File: src/rtl/drp_pkg.sv
// ----------------------------------------------------------------------------
// drp_pkg
// Shared definitions for the DRP arbiter slice: DRP bus widths and the
// arbiter FSM state encoding.
// ----------------------------------------------------------------------------
package drp_pkg;

    localparam int DRP_ADDR_W = 8;
    localparam int DRP_DATA_W = 16;

    typedef enum logic [1:0] {
        IDLE     = 2'd0,
        ISSUE    = 2'd1,
        WAIT_RDY = 2'd2,
        RESP     = 2'd3
    } drp_state_t;

endpackage

File: src/rtl/rr_arbiter.sv
// ----------------------------------------------------------------------------
// rr_arbiter
// Combinational round-robin winner selection. The search starts at the
// requester after last_grant and wraps modulo NUM_REQ.
//
// Ports:
//   req        in  [NUM_REQ-1:0]  request vector
//   last_grant in  [IDX_W-1:0]    index granted most recently
//   winner     out [IDX_W-1:0]    selected requester index
//   valid      out                at least one request is pending
// ----------------------------------------------------------------------------
module rr_arbiter
    import drp_pkg::*;
#(
    parameter int NUM_REQ = 4,
    parameter int IDX_W   = $clog2(NUM_REQ)
) (
    input  logic [NUM_REQ-1:0] req,
    input  logic [IDX_W-1:0]   last_grant,
    output logic [IDX_W-1:0]   winner,
    output logic               valid
);

    // One extra bit so last_grant + offset never overflows before the wrap.
    localparam int SUM_W = IDX_W + 1;

    logic [SUM_W-1:0] cand;

    // Walk the offsets from farthest to nearest so the nearest pending
    // requester after last_grant is the one left standing.
    always_comb begin
        winner = '0;
        valid  = 1'b0;
        cand   = '0;
        for (int i = NUM_REQ; i >= 1; i--) begin
            cand = {1'b0, last_grant} + SUM_W'(i);
            if (cand >= SUM_W'(NUM_REQ)) begin
                cand = cand - SUM_W'(NUM_REQ);
            end
            if (req[cand[IDX_W-1:0]]) begin
                winner = cand[IDX_W-1:0];
                valid  = 1'b1;
            end
        end
    end

endmodule

File: src/rtl/drp_arbiter.sv
// ----------------------------------------------------------------------------
// drp_arbiter
// Round-robin arbiter sharing one DRP master port among NUM_REQ requesters.
// One transaction at a time: IDLE -> ISSUE -> WAIT_RDY -> RESP -> IDLE.
//
// Optional feature macro: DRP_ARB_TIMEOUT_EN
//   defined   : WAIT_RDY gives up after TIMEOUT_CYC cycles and acks with
//               ack_err = 1.
//   undefined : WAIT_RDY waits indefinitely, ack_err is constant 0.
//
// Ports:
//   clk, rst              DRP clock, synchronous active-high reset
//   req, req_we           per-requester request level and write flag
//   req_addr, req_di      packed per-requester address / write data
//   ack, ack_err          one-hot completion pulse and its error qualifier
//   rdata                 read data, valid in the ack cycle
//   busy                  high whenever the FSM is not IDLE
//   drp_en, drp_we,
//   drp_addr, drp_di      DRP master controls
//   drp_rdy, drp_do       DRP completion strobe and read data
// ----------------------------------------------------------------------------
module drp_arbiter
    import drp_pkg::*;
#(
    parameter int NUM_REQ     = 4,
    parameter int TIMEOUT_CYC = 64
) (
    input  logic                           clk,
    input  logic                           rst,
    input  logic [NUM_REQ-1:0]             req,
    input  logic [NUM_REQ-1:0]             req_we,
    input  logic [DRP_ADDR_W*NUM_REQ-1:0]  req_addr,
    input  logic [DRP_DATA_W*NUM_REQ-1:0]  req_di,
    output logic [NUM_REQ-1:0]             ack,
    output logic                           ack_err,
    output logic [DRP_DATA_W-1:0]          rdata,
    output logic                           busy,
    output logic                           drp_en,
    output logic                           drp_we,
    output logic [DRP_ADDR_W-1:0]          drp_addr,
    output logic [DRP_DATA_W-1:0]          drp_di,
    input  logic                           drp_rdy,
    input  logic [DRP_DATA_W-1:0]          drp_do
);

    localparam int IDX_W = $clog2(NUM_REQ);
    localparam logic [NUM_REQ-1:0] ACK_ONE = NUM_REQ'(1);

    if (NUM_REQ < 2 || NUM_REQ > 8 || TIMEOUT_CYC < 2 || TIMEOUT_CYC > 255) begin : g_param_check
        $error("drp_arbiter: NUM_REQ or TIMEOUT_CYC out of range");
    end

    drp_state_t             state;
    logic [IDX_W-1:0]       grant_idx;
    logic [IDX_W-1:0]       last_grant;
    logic [IDX_W-1:0]       winner;
    logic                   win_valid;

    logic [DRP_ADDR_W-1:0]  addr_arr [NUM_REQ];
    logic [DRP_DATA_W-1:0]  di_arr   [NUM_REQ];

    // Unpack the flat request buses so the winner index can select directly.
    for (genvar g = 0; g < NUM_REQ; g++) begin : g_unpack
        assign addr_arr[g] = req_addr[g*DRP_ADDR_W +: DRP_ADDR_W];
        assign di_arr[g]   = req_di[g*DRP_DATA_W +: DRP_DATA_W];
    end

    rr_arbiter #(
        .NUM_REQ (NUM_REQ),
        .IDX_W   (IDX_W)
    ) u_rr (
        .req        (req),
        .last_grant (last_grant),
        .winner     (winner),
        .valid      (win_valid)
    );

`ifdef DRP_ARB_TIMEOUT_EN
    localparam logic [7:0] TIMEOUT_LAST = 8'(TIMEOUT_CYC - 1);

    logic [7:0] timeout_cnt;
    logic       ack_err_q;

    assign ack_err = ack_err_q;
`else
    assign ack_err = 1'b0;
`endif

    // Main FSM. Outputs are registered on the transition into the state in
    // which they are visible, so drp_en is high exactly while in ISSUE, ack
    // exactly while in RESP and busy whenever the state is not IDLE. The
    // latched drp_we/addr/di stay put until the next grant, which keeps them
    // stable from ISSUE through RESP. drp_rdy is looked at only in WAIT_RDY.
    always_ff @(posedge clk) begin
        if (rst) begin
            state      <= IDLE;
            grant_idx  <= '0;
            last_grant <= IDX_W'(NUM_REQ - 1);
            drp_en     <= 1'b0;
            drp_we     <= 1'b0;
            drp_addr   <= '0;
            drp_di     <= '0;
            rdata      <= '0;
            ack        <= '0;
            busy       <= 1'b0;
`ifdef DRP_ARB_TIMEOUT_EN
            timeout_cnt <= '0;
            ack_err_q   <= 1'b0;
`endif
        end else begin
            case (state)
                IDLE: begin
                    if (win_valid) begin
                        grant_idx  <= winner;
                        last_grant <= winner;
                        drp_we     <= req_we[winner];
                        drp_addr   <= addr_arr[winner];
                        drp_di     <= di_arr[winner];
                        drp_en     <= 1'b1;
                        busy       <= 1'b1;
                        state      <= ISSUE;
                    end
                end
                ISSUE: begin
                    drp_en <= 1'b0;
                    state  <= WAIT_RDY;
`ifdef DRP_ARB_TIMEOUT_EN
                    timeout_cnt <= '0;
`endif
                end
                WAIT_RDY: begin
                    // A ready arriving on the last allowed cycle still wins.
                    if (drp_rdy) begin
                        if (!drp_we) begin
                            rdata <= drp_do;
                        end
                        ack   <= ACK_ONE << grant_idx;
                        state <= RESP;
`ifdef DRP_ARB_TIMEOUT_EN
                        ack_err_q <= 1'b0;
                    end else if (timeout_cnt == TIMEOUT_LAST) begin
                        ack       <= ACK_ONE << grant_idx;
                        ack_err_q <= 1'b1;
                        state     <= RESP;
                    end else begin
                        timeout_cnt <= timeout_cnt + 8'd1;
`endif
                    end
                end
                RESP: begin
                    ack   <= '0;
                    busy  <= 1'b0;
                    state <= IDLE;
`ifdef DRP_ARB_TIMEOUT_EN
                    ack_err_q <= 1'b0;
`endif
                end
                default: begin
                    state <= IDLE;
                end
            endcase
        end
    end

endmodule

File: config.mk
export PLATFORM = sky130hd
export DESIGN_NAME = drp_arbiter
export DESIGN_NICKNAME = d
export VERILOG_FILES = /design/src/rtl/drp_pkg.sv /design/src/rtl/rr_arbiter.sv /design/src/rtl/drp_arbiter.sv
export SDC_FILE = /design/constraint.sdc
export NUM_CORES = 1
export LEC_CHECK = 0
export ABC_AREA = 0
export CAP_MARGIN = 20
export CELL_PAD_IN_SITES_DETAIL_PLACEMENT = 1
export CELL_PAD_IN_SITES_GLOBAL_PLACEMENT = 2
export CORE_ASPECT_RATIO = 0.8
export CORE_UTILIZATION = 20
export DETAILED_ROUTE_END_ITERATION = 10
export PLACE_DENSITY_LB_ADDON = 0.12
export SLEW_MARGIN = 20
export SYNTH_ARGS = -nofsm -noshare
export SYNTH_HDL_FRONTEND = slang
export SYNTH_SLANG_ARGS = --single-unit
File: constraint.sdc
create_clock -name clk -period 1.9 [get_ports clk]
set_input_delay 0.57 -clock clk [delete_from_list [all_inputs] [get_ports clk]]
set_output_delay 0.57 -clock clk [all_outputs]
set_load 0.01 [all_outputs]
# Word level (Yosys, flattened, before mapping)

Index checks and enable logic that the tools add are counted.
Widths: inputs -> output; s select.

Input bits: 123
Output and inout port bits: 48
Flip-flop bits (word level): 53
Word-level logic and storage cells: 82

Shift operators: 1
Equality and inequality tests: 5
Add/sub/neg operators: 8
Bitwise logic cells: 2
$lt $le $gt $ge: 10
Reduce and logical (&&, ||, !) cells: 10
Muxes and demuxes: 36

Operator list:

| operator            | number |
|---|---|
| $bmux 16 s2         | 1 |
| $mux 16             | 2 |
| $mux 2              | 10 |
| $bmux 8 s2          | 1 |
| $mux 8              | 2 |
| $ge 3x3->1 const B  | 5 |
| $lt 2x3->1 const B  | 5 |
| $bmux 1 s2          | 5 |
| $mux 1              | 10 |
| $reduce_and 2->1    | 5 |
| $pmux 2 s4          | 1 |
| $pmux 4 s2          | 1 |
| $sub 2x1->2 const B | 4 |
| $add 2x2->3 const B | 2 |
| $reduce_bool 2->1   | 3 |
| $eq 2x2->1 const B  | 2 |
| $mux 4              | 1 |
| $pmux 1 s2          | 2 |
| $shl 1x2->4 const A | 1 |
| $add 2x1->3 const B | 1 |
| $add 2x3->3 const B | 1 |
| $not 2->3           | 1 |
| $reduce_and 3->1    | 1 |
| $eq 2x1->1 const B  | 1 |
| other kinds (4)     | 4 |

# Logic depth before layout (Yosys ltp)

Word-level depth: 13
Gate-level depth with buffers: 8

# Modules after synthesis

A second synthesis with hierarchy kept.

Cells, all modules: 288
Area, all modules: 2687.6 um2

By module, submodules not included:

| module      | times used | cells an instance | area an instance (um2) |
|---|---|---|---|
| drp_arbiter | 1          | 274               | 2596.2 |
| rr_arbiter  | 1          | 14                | 91.3 |

# Least setup slack after synthesis

Ideal clock, no wire load.

Path type: input -> register
From: in req[1]
To: reg drp_addr[0]
Stages on the path: 7
Slack: 0.158 ns
Data required time: 1.772 ns
Setup time: 0.128 ns
Arrival time: 1.614 ns
Cell sequence: o21ai_1 -> o21ai_1 -> a211oi_2 -> buf_4 -> buf_6 -> mux2i_1 -> o221ai_2

Word-level cells in the longest chain between the ends: 10
Elaborated cells between the ends (all ways): 21
Those cells by class: mux (19); bitwise (1); reduce/logical (1)

RTL lines:

| what                                       | line               | source |
|---|---|---|
| start: declaration                         | drp_arbiter.sv:30  | `input logic [NUM_REQ-1:0] req,` |
| $bmux 1 s2                                 | rr_arbiter.sv:40   | `if (req[cand[IDX_W-1:0]]) begin` |
| $mux 1 (not written as such)               | rr_arbiter.sv:40   |  |
| $mux 2 (4 in series)                       | rr_arbiter.sv:40   |  |
| $not 2->3 (not written as such)            | drp_arbiter.sv:117 | `drp_addr <= addr_arr[winner];` |
| $bmux 8 s2                                 | drp_arbiter.sv:117 |  |
| $mux 8 (not written as such) (2 in series) | drp_arbiter.sv:117 |  |
| end signal: assignment                     | drp_arbiter.sv:117 |  |
| end: declaration                           | drp_arbiter.sv:40  | `output logic [DRP_ADDR_W-1:0] drp_addr,` |

Several ways; a longest one is shown, not always the timed one. The select of a mux whose other input is x is not followed.
A chain may end at the register's enable or synchronous reset.

# Worst setup path after layout

From: in req[0]
To: reg drp_di[12]

Word-level cells in the longest chain between the ends: 10
Elaborated cells between the ends (all ways): 21
Those cells by class: mux (19); bitwise (1); reduce/logical (1)

RTL lines:

| what                                        | line               | source |
|---|---|---|
| $bmux 1 s2                                  | rr_arbiter.sv:40   |  |
| $mux 1 (not written as such)                | rr_arbiter.sv:40   |  |
| $mux 2 (4 in series)                        | rr_arbiter.sv:40   |  |
| $not 2->3 (not written as such)             | drp_arbiter.sv:118 | `drp_di <= di_arr[winner];` |
| $bmux 16 s2                                 | drp_arbiter.sv:118 |  |
| $mux 16 (not written as such) (2 in series) | drp_arbiter.sv:118 |  |
| end signal: assignment                      | drp_arbiter.sv:118 |  |
| end: declaration                            | drp_arbiter.sv:41  | `output logic [DRP_DATA_W-1:0] drp_di,` |

Several ways; a longest one is shown, not always the timed one. The select of a mux whose other input is x is not followed.

==> results.txt <==
The run finished with clean final reports. The logs give 0 for the number of maximum-capacitance constraint violations and 23 for the largest net degree at the start of global routing. Data on the critical path arrives at its endpoint at 1.98 ns.

Using the TritonRoute via totals, the vias-per-cell ratio works out to 4.31. The distinct cell type count of the synthesized netlist is 35. Synthesis produced 291 cells. The first global-routing pass estimated 15.6 mm of wire. The post-synthesis sequential element count is 53, and the half-perimeter wire length after detailed placement is 7.65 mm.

The number of global-route vias before repair is 2864, and the number of cell rows is 38. Counting both buffers and inverters, the worst setup path holds a total of 4. At the end of the flow the core is filled with cells to 39.7%. The fraction of layout instances using a drive strength above 1 was 20.4%; the total routing usage reported by global routing was 14.3%. The tools report the net total in the final layout as 607. On the worst path, the slowest cell contributes a delay of 0.23 ns. In this run the worst path has a maximum fanout of 7.

The congestion estimate from routability-driven global placement came to 0.763. The die outline area was 14500 um^2; the area taken by flip-flops and latches was 1060 um^2. The post-CTS clock slew at the launch and capture registers of the worst setup and hold paths is 0.07 ns, and the maximum operating frequency is 555 MHz.

After layout, the design draws a total of 6.66 mW. STA classifies the critical path startpoint as an input port. The signal on the critical path passes through clkbuf_2 -> o21ai_2 -> o21ai_2 -> a211oi_4 -> buf_6 -> buf_12 -> buf_16 -> mux2i_4 -> o221ai_2. The number of nets handed over by synthesis was 418. The total area inside the core boundary comes to 13600 um^2. The logs give 0 ns for the sum of negative setup slack and 10.6 mm for the post-detailed-routing wire length.

The routed layout has 2850 vias. Summing all multi-input logic gate instances after layout gives 1730 um^2. Compared with the post-synthesis result, the final layout area differs by 92.6%.

The critical path is of the input port to register type. Sequential cells were found to cover 37.9% of the synthesized design area. The total leakage power was 1.96 nW. Data on the critical path is required at its endpoint by 2.08 ns. The initial core utilization was 20.6%. The boundary pin count is 171, and the port buffer count is 169. STA classifies the critical path endpoint as a register.

The tree is rooted in a clkbuf_16. The later pin in the worst-skew pair is clocked with a latency of 0.30 ns. Setup repair after global routing left no endpoint under its margin.

The synthesized cell area was 2800 um^2. TritonCTS built the clock tree. After detailed routing, the average wire length per cell comes to 16.0 um. The die is 134 um wide. The Yosys step of the flow raised 0 warnings. The shortest clock period the worst path allows after layout was 1.80 ns.

TritonCTS created 5 clock buffers. Across the VDD grid, the largest voltage drop is 0.456 mV. The number of hold buffers added after CTS was 0. The height of the die was 108 um. The most numerous cell type found on the critical path is o21ai_2. The run gives 0.455 ns as the worst-case hold slack.

The measured slew at the worst slew-check pin is 0.479 ns, and the post-placement cell area is 4830 um^2. The longest clock path from root to sink contains 2 buffers. The logs give 1529 for the number of fill cells in the layout and 0 for the total inserted antenna cells. The tree built by TritonCTS fans out to 53 sinks. Dividing total power by cell area gives a power density of 1230 nW/um^2.

The count of routing violations after the opening detailed-route iteration is 92. The final critical path takes up 94.7% of the cycle. For the post-detailed-route DRC marker count, the log shows 0.

Grouping stages by cell kind, the critical path spends the most delay in buffers and inverters. After routing the design area is 5390 um^2. The remaining global-route overflow was 0; the count of final hold-check violations was 0.

The cell with the largest stage delay on the worst path was a211oi_4. In this run the mean area of a mapped cell was 9.62 um^2. Final number of max-transition violations: 0. The number of antenna violations at the first check in global routing was 0.

Clock tree skew after final layout: 0.00820 ns. The run gives 0 as the number of routed nets with antenna violations. The H-tree generated during clock tree synthesis spans 2 levels. In this run the worst hold path is classified as register to register. The first detailed-routing pass took 3 iterations. Headroom to the max-slew limit came out at 67.1%.

Setup violations remaining at the end of the flow were counted as 0.
-- worst paths after layout --
check                        startpoint  cells after the start                       to  slack, ns
max                              req[0]                      9  drp_di[12]$_SDFFE_PP0P_        0.1
min              rdata[12]$_SDFFE_PP0P_                      2   rdata[12]$_SDFFE_PP0P_       0.45
max reg2reg  last_grant[1]$_SDFFE_PP1P_                      7  drp_di[12]$_SDFFE_PP0P_       0.13
min reg2reg      rdata[12]$_SDFFE_PP0P_                      2   rdata[12]$_SDFFE_PP0P_       0.45
-- stage by stage --
| stage | setup slack (ns) | instances |
|---|---|---|
| 4_1_cts | -0.0316 | 659 |
| 3_5_place_dp | -0.611 | 643 |
| 6_report | 0.0998 | 661 |
| 3_3_place_gp | -0.554 | 643 |
| 5_1_grt | 0.0197 | 661 |
| 2_1_floorplan | 0.158 | 291 |
-- worst reg2reg max path: stages, from the launching register on --
cell and delay (ns):
dfxtp_1 0.47, a211oi_2 0.14, a211oi_4 0.22, buf_6 0.16, buf_12 0.14, buf_16 0.16, mux2i_4 0.24, o221ai_2 0.12
-- power breakdown --
group	total [mW]	internal, mW	switching [mW]
Combinational	3.75	2.16	1.59
Sequential	1.72	1.48	0.239
Clock	1.19	0.754	0.441
-- placed cells by master (no fill, tap or decap), drive strengths merged, types with 2 or more instances in the layout --
| cell | instances |
|---|---|
| a211oi | 3 |
| a21oi | 28 |
| buf | 31 |
| bufinv | 2 |
| clkbuf | 10 |
| clkdlybuf4s50 | 165 |
| dfxtp | 53 |
| ha | 4 |
| inv | 4 |
| mux2i | 52 |
| nand2 | 65 |
| nand2b | 3 |
| nor2 | 18 |
| nor2b | 3 |
| nor4 | 2 |
| nor4b | 2 |
| o21ai | 3 |
| o221ai | 25 |
| or2 | 2 |
-- synthesized netlist by cell type (all sizes together) --
library cell   n  share of area [%]
a211oi         3               0.98
a21oi         28                5.1
buf           15                5.7
clkbuf         5               0.67
conb           1               0.13
dfxtp         53                 38
ha             4                1.8
inv            4               0.54
mux2i         52                 19
nand2         65                8.8
nand2b         3                1.0
nor2          18                2.8
nor2b          3               0.67
nor3           1               0.18
nor4           2               0.67
nor4b          2               0.63
nor4bb         1               0.36
o21ai          3               0.54
o221ai        25                 12
o22ai          1               0.22
or2            2               0.45
-- area by class of cell --
class                   instances  area share (%)
well taps                     180            4.18
clock buffers                   5            2.32
clock inverters                 3            1.21
repair buffers                202            40.2
flip-flops and latches         53            19.7
inverters                       4           0.278
multi-input cells             214            32.1
-- registers in the layout (all words and copies together), names as in the netlist, 2 cells and up --
signal,cells
grant_idx,2
drp_di,16
state,2
last_grant,2
drp_addr,8
rdata,16
ack,4
-- timing repair --
action                                  in CTS  in global routing
gates resized for setup                     17                 33
pin swaps                                    2                  6
buffers inserted                             5                  0
endpoints found under the setup margin      30                 27
gates cloned                                 3                  2
hold endpoints to repair                     0                  0
-- layer usage --
layer	up-vias	GRT usage [%]	wire [um]
met3	6	3.25	547
met5	-	0	0
met2	80	26.2	5430
met1	1346	17.0	4510
li1	1418	-	-
met4	0	2.89	87
-- logic make-up after synthesis --
kind of cell               share of synthesized area [%]
AOI/OAI and AO/OA                                   19.2
adders and majority gates                           1.79
buffers and inverters                               6.88
DFF                                                 37.9
muxes                                               18.6
other                                              0.134
and+or+nand+nor                                     15.6
No activity file was read; power rests on OpenSTA's default activity.
